==> src/rtl/cpu_defs.sv <==
// Shared CPU definitions: opcodes, FSM state codes and A-source select encodings.
// The datapath imports this package as well, so encodings stay in one place.
package cpu_defs;

  localparam logic [2:0] OpLoad  = 3'b000;
  localparam logic [2:0] OpStore = 3'b001;
  localparam logic [2:0] OpAdd   = 3'b010;
  localparam logic [2:0] OpSub   = 3'b011;
  localparam logic [2:0] OpInput = 3'b100;
  localparam logic [2:0] OpJz    = 3'b101;
  localparam logic [2:0] OpJpos  = 3'b110;
  localparam logic [2:0] OpHalt  = 3'b111;

  localparam logic [1:0] AselAlu   = 2'b00;
  localparam logic [1:0] AselInput = 2'b01;
  localparam logic [1:0] AselRam   = 2'b10;

  typedef enum logic [3:0] {
    StStart  = 4'd0,
    StFetch  = 4'd1,
    StDecode = 4'd2,
    StLoad   = 4'd3,
    StStore  = 4'd4,
    StAdd    = 4'd5,
    StSub    = 4'd6,
    StInput  = 4'd7,
    StJz     = 4'd8,
    StJpos   = 4'd9,
    StHalt   = 4'd10
  } state_t;

  function automatic state_t op_to_state(input logic [2:0] op);
    state_t st;
    st = StStart;
    unique case (op)
      OpLoad:  st = StLoad;
      OpStore: st = StStore;
      OpAdd:   st = StAdd;
      OpSub:   st = StSub;
      OpInput: st = StInput;
      OpJz:    st = StJz;
      OpJpos:  st = StJpos;
      OpHalt:  st = StHalt;
      default: st = StStart;
    endcase
    return st;
  endfunction

endpackage

==> src/rtl/control_outdec.sv <==
// Combinational output decoder for the control FSM: a pure function of state and flags.
// The one-shot Retire on HALT entry needs history, so it is added in control_unit.
module control_outdec
  import cpu_defs::*;
(
  input  state_t     state_i,
  input  logic       aeq0_i,
  input  logic       apos_i,
  input  logic       enter_i,
  output logic       ir_load_o,
  output logic       pc_load_o,
  output logic       jmp_mux_o,
  output logic       mem_inst_o,
  output logic       mem_wr_o,
  output logic       a_load_o,
  output logic       sub_o,
  output logic [1:0] a_sel_o,
  output logic       halt_o,
  output logic       retire_o
);

  always_comb begin
    ir_load_o  = 1'b0;
    pc_load_o  = 1'b0;
    jmp_mux_o  = 1'b0;
    mem_inst_o = 1'b0;
    mem_wr_o   = 1'b0;
    a_load_o   = 1'b0;
    sub_o      = 1'b0;
    a_sel_o    = AselAlu;
    halt_o     = 1'b0;
    retire_o   = 1'b0;
    unique case (state_i)
      StFetch: begin
        ir_load_o = 1'b1;
        pc_load_o = 1'b1;
      end
      StDecode: mem_inst_o = 1'b1;
      StLoad: begin
        mem_inst_o = 1'b1;
        a_sel_o    = AselRam;
        a_load_o   = 1'b1;
        retire_o   = 1'b1;
      end
      StStore: begin
        mem_inst_o = 1'b1;
        mem_wr_o   = 1'b1;
        retire_o   = 1'b1;
      end
      StAdd, StSub: begin
        mem_inst_o = 1'b1;
        a_sel_o    = AselAlu;
        sub_o      = (state_i == StSub);
        a_load_o   = 1'b1;
        retire_o   = 1'b1;
      end
      StInput: begin
        a_sel_o  = AselInput;
        a_load_o = enter_i;
        retire_o = enter_i;
      end
      StJz, StJpos: begin
        jmp_mux_o = 1'b1;
        pc_load_o = (state_i == StJz) ? aeq0_i : apos_i;
        retire_o  = 1'b1;
      end
      StHalt: halt_o = 1'b1;
      default: ;
    endcase
  end

endmodule

==> src/rtl/control_unit.sv <==
// Control FSM for the simple accumulator CPU: state register, next-state logic and
// retired-instruction counter; output decoding lives in control_outdec.
module control_unit
  import cpu_defs::*;
#(
  parameter int unsigned CNT_W = 8
) (
  input  logic             Clock,
  input  logic             Reset,
  input  logic [2:0]       IR,
  input  logic             Aeq0,
  input  logic             Apos,
  input  logic             Enter,
  output logic             IRload,
  output logic             PCload,
  output logic             JMPmux,
  output logic             Meminst,
  output logic             MemWr,
  output logic             Aload,
  output logic             Sub,
  output logic [1:0]       Asel,
  output logic             Halt,
  output logic             Retire,
  output logic [CNT_W-1:0] InstrCount,
  output logic [3:0]       State
);

  state_t           state_q, state_d;
  logic             halted_q;
  logic [CNT_W-1:0] count_q;
  logic             dec_retire;

  control_outdec u_outdec (
    .state_i    (state_q),
    .aeq0_i     (Aeq0),
    .apos_i     (Apos),
    .enter_i    (Enter),
    .ir_load_o  (IRload),
    .pc_load_o  (PCload),
    .jmp_mux_o  (JMPmux),
    .mem_inst_o (Meminst),
    .mem_wr_o   (MemWr),
    .a_load_o   (Aload),
    .sub_o      (Sub),
    .a_sel_o    (Asel),
    .halt_o     (Halt),
    .retire_o   (dec_retire)
  );

  // HALT retires only in its first cycle; halted_q marks that it has been seen.
  assign Retire     = dec_retire | ((state_q == StHalt) & ~halted_q);
  assign InstrCount = count_q;
  assign State      = state_q;

  always_comb begin
    state_d = StStart;
    case (state_q)
      StStart:  state_d = StFetch;
      StFetch:  state_d = StDecode;
      StDecode: state_d = op_to_state(IR);
      StLoad, StStore, StAdd, StSub, StJz, StJpos: state_d = StFetch;
      StInput:  state_d = Enter ? StFetch : StInput;
      StHalt:   state_d = StHalt;
      default:  state_d = StStart;
    endcase
  end

  always_ff @(posedge Clock or posedge Reset) begin
    if (Reset) begin
      state_q  <= StStart;
      halted_q <= 1'b0;
      count_q  <= '0;
    end else begin
      state_q  <= state_d;
      halted_q <= (state_q == StHalt);
      if (Retire) count_q <= count_q + CNT_W'(1);
    end
  end

endmodule
==> config.mk <==
export PLATFORM = sky130hd
export DESIGN_NAME = control_unit
export DESIGN_NICKNAME = d
export VERILOG_FILES = /design/src/rtl/cpu_defs.sv /design/src/rtl/control_outdec.sv /design/src/rtl/control_unit.sv
export SDC_FILE = /design/constraint.sdc
export NUM_CORES = 1
export LEC_CHECK = 0
export BUFFER_PORTS_ARGS = -buffer_cell sky130_fd_sc_hd__buf_2
export CAP_MARGIN = 15
export CORE_AREA = 2 2 45 47
export CTS_CLUSTER_DIAMETER = 80
export CTS_CLUSTER_SIZE = 25
export DETAILED_ROUTE_END_ITERATION = 7
export DIE_AREA = 0 0 47 49
export MAX_ROUTING_LAYER = met4
export PLACE_DENSITY = 0.75
export SETUP_SLACK_MARGIN = 0.4
export SLEW_MARGIN = 20
export SYNTH_ARGS = -nofsm -noshare
export SYNTH_HDL_FRONTEND = slang
export SYNTH_SLANG_ARGS = --single-unit
export TNS_END_PERCENT = 5
==> constraint.sdc <==
create_clock -name Clock -period 1.9 [get_ports Clock]
set_clock_uncertainty 0.05 [all_clocks]
set_input_delay 0.57 -clock Clock [delete_from_list [all_inputs] [get_ports Clock]]
set_output_delay 0.57 -clock Clock [all_outputs]
set_load 0.03 [all_outputs]
## Word level (Yosys, flattened, before mapping)

Memories as Yosys holds them, arrays and structs flattened.
Cells that the tools add are included.

| word-level totals | value |
|---|---|
| bits in registers | 13 |
| bits in read-only memories | 32 |
| input port bits | 8 |
| output and inout port bits | 23 |
| logic and storage cells | 38 |
| memories kept | 1 |

Memory list:

| memory | words | bits a word | read ports | clocked after Yosys merged registers in | wr ports | RTL line | RTL |
|---|---|---|---|---|---|---|---|
| (name not given) | 8 | 4 | 1 | 0 | 0 | cpu_defs.sv:35 | `unique case (op)` |

| operators by class | value |
|---|---|
| add/sub/neg operators | 1 |
| equality and inequality tests | 10 |
| muxes and demuxes | 13 |
| bitwise logic cells | 3 |
| reductions and logical operators | 7 |

Operator list:

| kind | number |
|---|---|
| one-hot mux 4 bit (5 select lines) | 1 |
| equality test 4 x 3 -> 1 bit (second input constant) | 4 |
| equality test 4 bit (second input constant) | 3 |
| adder 8 x 1 -> 8 bit (second input constant) | 1 |
| equality test 4 x 2 -> 1 bit (second input constant) | 2 |
| two-way mux 1 bit | 7 |
| OR reduction 7 bit | 1 |
| one-hot mux 1 bit (2 select lines) | 3 |
| OR reduction 6 bit | 1 |
| OR reduction 5 bit | 1 |
| equality test 4 x 1 -> 1 bit (second input constant) | 1 |
| logical NOT 4 bit | 1 |
| one-hot mux 2 bit (2 select lines) | 1 |
| OR reduction 2 bit | 2 |
| two-way mux 3 bit | 1 |
| OR reduction 3 bit | 1 |
| AND 1 bit | 1 |
| NOT 1 bit | 1 |
| bitwise OR 1 bit | 1 |

## Longest topological paths before layout

| depth | value |
|---|---|
| word-level depth | 4 |
| mapped depth | 6 |
| mapped depth without buffers | 6 |

## Cells and area by module

From an unflattened synthesis, not the netlist that was laid out.

| second synthesis, totals | value |
|---|---|
| cell total of the unflattened synthesis | 103 |
| area total of the unflattened synthesis | 960.9 µm² |

By module, submodules not included:

| module | instances | cells each | area each (µm²) | seq. area each (µm²) |
|---|---|---|---|---|
| control_unit | 1 | 78 | 754.5 | 325.3 |
| control_outdec | 1 | 25 | 206.4 | 0.0 |

## Least setup slack after synthesis

OpenSTA, ideal clock, no wires.

| timing path | value |
|---|---|
| path kind | reg-to-output |
| start point | reg state_q[2] (netlist: State[2]) |
| end point | out Aload |
| arrival | 1.912 ns |
| required time | 1.280 ns |
| slack | -0.632 ns |
| stages on the path, launching flop included | 5 |
| path buffers | 1 |
| path through | dfrtp_1 > buf_6 > nor2b_1 > and3_1 > nor4_1 |

| on the way | value |
|---|---|
| cells in the longest elaborated chain, start to end | 3 |
| elaborated cells between the ends (all ways) | 6 |
| classes of those cells | 4 x eq/ne; 1 x mux; 1 x reduce/logical |

Ends and longest elaborated chain:

| item | RTL line | RTL |
|---|---|---|
| from (decl) | control_unit.sv:28 | `state_t state_q, state_d;` |
| from (signal assigned) | control_unit.sv:70 | `state_q <= StStart;` |
| from (signal assigned) | control_unit.sv:74 | `state_q <= state_d;` |
| equality test 4 x 2 -> 1 bit or equality test 4 x 3 -> 1 bit (tied branches) | control_outdec.sv:33 | `unique case (state_i)` |
| OR reduction 3 bit (no source line) | -- |  |
| one-hot mux 1 bit (2 select lines) (*) | control_outdec.sv:33 |  |
| to (decl) | control_unit.sv:19 | `output logic Aload,` |

Every way passes the cells marked *; elsewhere a longest branch is shown, timed or not.

## Worst setup path in the final report

Ends and elaborated chain as after synthesis.

==> results.sh <==
export IMPL_rr_startpoint="State[1]"
export IMPL_initial_core_util=0.448
export IMPL_ys_ff_latch=13
export IMPL_critical_path_arrival_ns=1.46
export IMPL_r2r_end="InstrCount[6]"
export IMPL_clkSlewWorstSetupHoldPaths_ns=0.08
export IMPL_path_cells="nor2b_4, and3_4, nor4_4, buf_6"
export IMPL_hold_buffers=0
export IMPL_synth_top_area_cell="dfrtp_1"
export IMPL_cts_made_buffers=3
export IMPL_ant_nets=0
export IMPL_antenna_found_initial=0
export IMPL_wl_per_cell_um=12.5
export IMPL_finalWorstPathRequiredPeriod_ns=2.08
export IMPL_synth_edf_count=0
export IMPL_cpPeakStageDelay_ns=0.46
export IMPL_async_reset_ff_frac=1.00
export IMPL_rsz0062_at_grt="yes"
export IMPL_rr_worst_depth=5
export IMPL_synth_cell_types=32
export IMPL_hold_class="in -> async"
export IMPL_finalPower_w=0.00238
export IMPL_netlist_top_cells_area="dfrtp_1 (39%), xor2_1 (7.4%), ha_1 (4.5%), nor4b_2 (3.6%), inv_1 (3.2%)"
export IMPL_status="complete, but fails checks"
export IMPL_crit_end="Aload"
export IMPL_design_core_area_sq_mm=0.00184
export IMPL_start_kind="flop"
export IMPL_cts_root_buf="clkbuf_4"
export IMPL_clock_sinks=13
export IMPL_grt_max_degree=14
export IMPL_crit_start="State[2]"
export IMPL_end_kind="output port"
export IMPL_max_vdd_ir_drop_v=0.00104
export IMPL_dr_total_vias=787
export IMPL_drive_gt1_frac=0.597
export IMPL_p_per_area_mw_per_mm2=1820
export IMPL_drt_iter0_drc=11
export IMPL_synth_seq_area_share=0.394
export IMPL_gr_total_overflow=0
export IMPL_drv_slew=0
export IMPL_yosys_warnings=0
export IMPL_cp_max_fo=6
export IMPL_reg2reg_slack_ns=0.30
export IMPL_max_freq_ghz=0.481
export IMPL_io_pins=31
export IMPL_grt_pass1_wl_mm=3.31
export IMPL_clock_latency_ns=0.27
export IMPL_synthCells=87
export IMPL_setup_viol=8
export IMPL_synth_top_area_frac=0.394
export IMPL_final_nets=141
export IMPL_violations="setup timing"
export IMPL_worstMarginPinSlew_ns=0.493
export IMPL_critical_path_class="reg -> out"
export IMPL_hpwl_mm=1.41
export IMPL_drc=0
export IMPL_dp_slack_ns=-0.0700
export IMPL_port_buffers=30
export IMPL_period_share=1.09
export IMPL_via_per_inst=5.04
export IMPL_gp_congestion=0.763
export IMPL_rows=16
export IMPL_setup_ws_ns=-0.179
export IMPL_die_y_um=49
export IMPL_hold_viol_final=0
export IMPL_power_leakage_nw=0.624
export IMPL_track_usage=0.199
export IMPL_routed_wl_mm=1.95
export IMPL_diodes=0
export IMPL_yosys_most_used_dff="dfrtp_1"
export IMPL_dr_pass1_iters=5
export IMPL_cp_required_ns=1.28
export IMPL_synth_avg_cell_area_sq_um=9.49
export IMPL_slowest_stage="dfrtp_2"
export IMPL_cts_tree="done"
export IMPL_syn_cell_area_sq_um=826
export IMPL_finish_utilization=0.709
export IMPL_synthToLayoutAreaGrowth_pct=58.0
export IMPL_relSlewSlack=0.671
export IMPL_clock_path_buffers=2
export IMPL_die_area_sq_mm=0.00230
export IMPL_cts_max_level=1
export IMPL_maxCapViolations=0
export IMPL_die_w_um=47
export IMPL_syn_nets=98
export IMPL_grt_pass1_vias=778
==> cell type report <==
| type | instances | area, sq um |
|---|---|---|
| inverter | 7 | 26.3 |
| sequential | 13 | 335 |
| timing repair buffer | 42 | 347 |
| multi-input combinational | 63 | 537 |
| clock buffer | 4 | 26.3 |
| fill | 141 | 537 |
| tap | 27 | 33.8 |
==> worst max-delay path, delay by kind of cell (launching register included) <==
kind	cells	cell delay [ns]
flops	1	0.46
buf+inv	1	0.17
simple gates	3	0.55
==> layer usage <==
metal | track usage | part of all wire | vias up | routed length, um
met5 | - | 0 | - | 0
met4 | 0.0278 | 0.0031 | 0 | 6
met3 | 0.0667 | 0.029 | 2 | 56
met2 | 0.320 | 0.55 | 14 | 1070
met1 | 0.244 | 0.42 | 383 | 815
li1 | - | - | 388 | -
==> logic make-up after synthesis <==
| logic type | share of synthesized area |
|---|---|
| and+or+nand+nor | 0.289 |
| buffers and inverters | 0.0606 |
| adders and majority gates | 0.0455 |
| muxes | 0.0303 |
| xor gates and xnor gates | 0.0742 |
| DFF | 0.394 |
| AOI/OAI and AO/OA | 0.106 |
==> where the power goes <==
part | total, W | internal, W | switching, W
Combinational | 0.00157 | 0.000723 | 0.000847
Sequential | 0.000639 | 0.000401 | 0.000238
Clock | 0.000167 | 0.0000814 | 0.0000861
Total | 0.00238 | 0.00121 | 0.00117
==> sequential cells by signal, indices dropped and copies added, names as in the netlist <==
signal / flops
halted_q: 1
InstrCount: 8
State: 4
==> per-stage QoR <==
step,hold WS (ns),std cells,instance area (sq um),TNS (ns)
final,0.253,156,1310,-0.655
after global routing,0.286,156,1310,-1.46
after CTS,0.259,156,1270,-0.882
after detailed placement,0.403,150,1120,-0.110
after global placement,0.404,150,1120,-0.0996
after floorplan,0.397,87,891,-0.342
==> synth_stat cells, types with 2 or more instances <==
library cell	instances
nor4b_2	2
dfrtp_1	13
and3_1	3
nand3_1	3
clkbuf_1	2
nor3b_1	2
nor2b_1	2
nand2_1	7
nor2_1	4
inv_1	7
o21ai_0	2
ha_1	3
a21oi_1	5
xor2_1	7
nand2b_1	2
nor3_1	5
nand4_1	3
==> how the worst min path moves through the flow <==
stage	from	endpoint	slack [ns]
2_1_floorplan	Reset	InstrCount[0]	0.40
3_3_place_gp	InstrCount[7]	InstrCount[7]	0.40
3_5_place_dp	InstrCount[7]	InstrCount[7]	0.40
4_1_cts	Reset	InstrCount[5]	0.26
5_1_grt	Reset	InstrCount[6]	0.29
6_report	Reset	InstrCount[6]	0.25
==> placed cells by master, fill, tap and decap left out, drive strengths merged <==
cell type and instances:
buf 42, dfrtp 13, nand2 8, xor2 7
inv 7, a21oi 5, nor2 5, nor3 5
clkbuf 4, nand3 3, nand4 3, ha 3
o21ai 3, and3 3, nor3b 2, nor4b 2
nand3b 2, nand2b 2, nor2b 2, nor4 2
a21boi 1, a211o 1, o32ai 1, a21o 1
mux2i 1, mux2 1
==> repair_timing <==
item / 4_1_cts / 5_1_grt
pin swaps: 2 / 1
endpoints found under the hold margin: 0 / 0
buffers inserted: 2 / 0
resized for setup: 39 / 11
setup endpoints to repair: 30 / 30
Note: power is estimated with default switching activity, not from simulation.
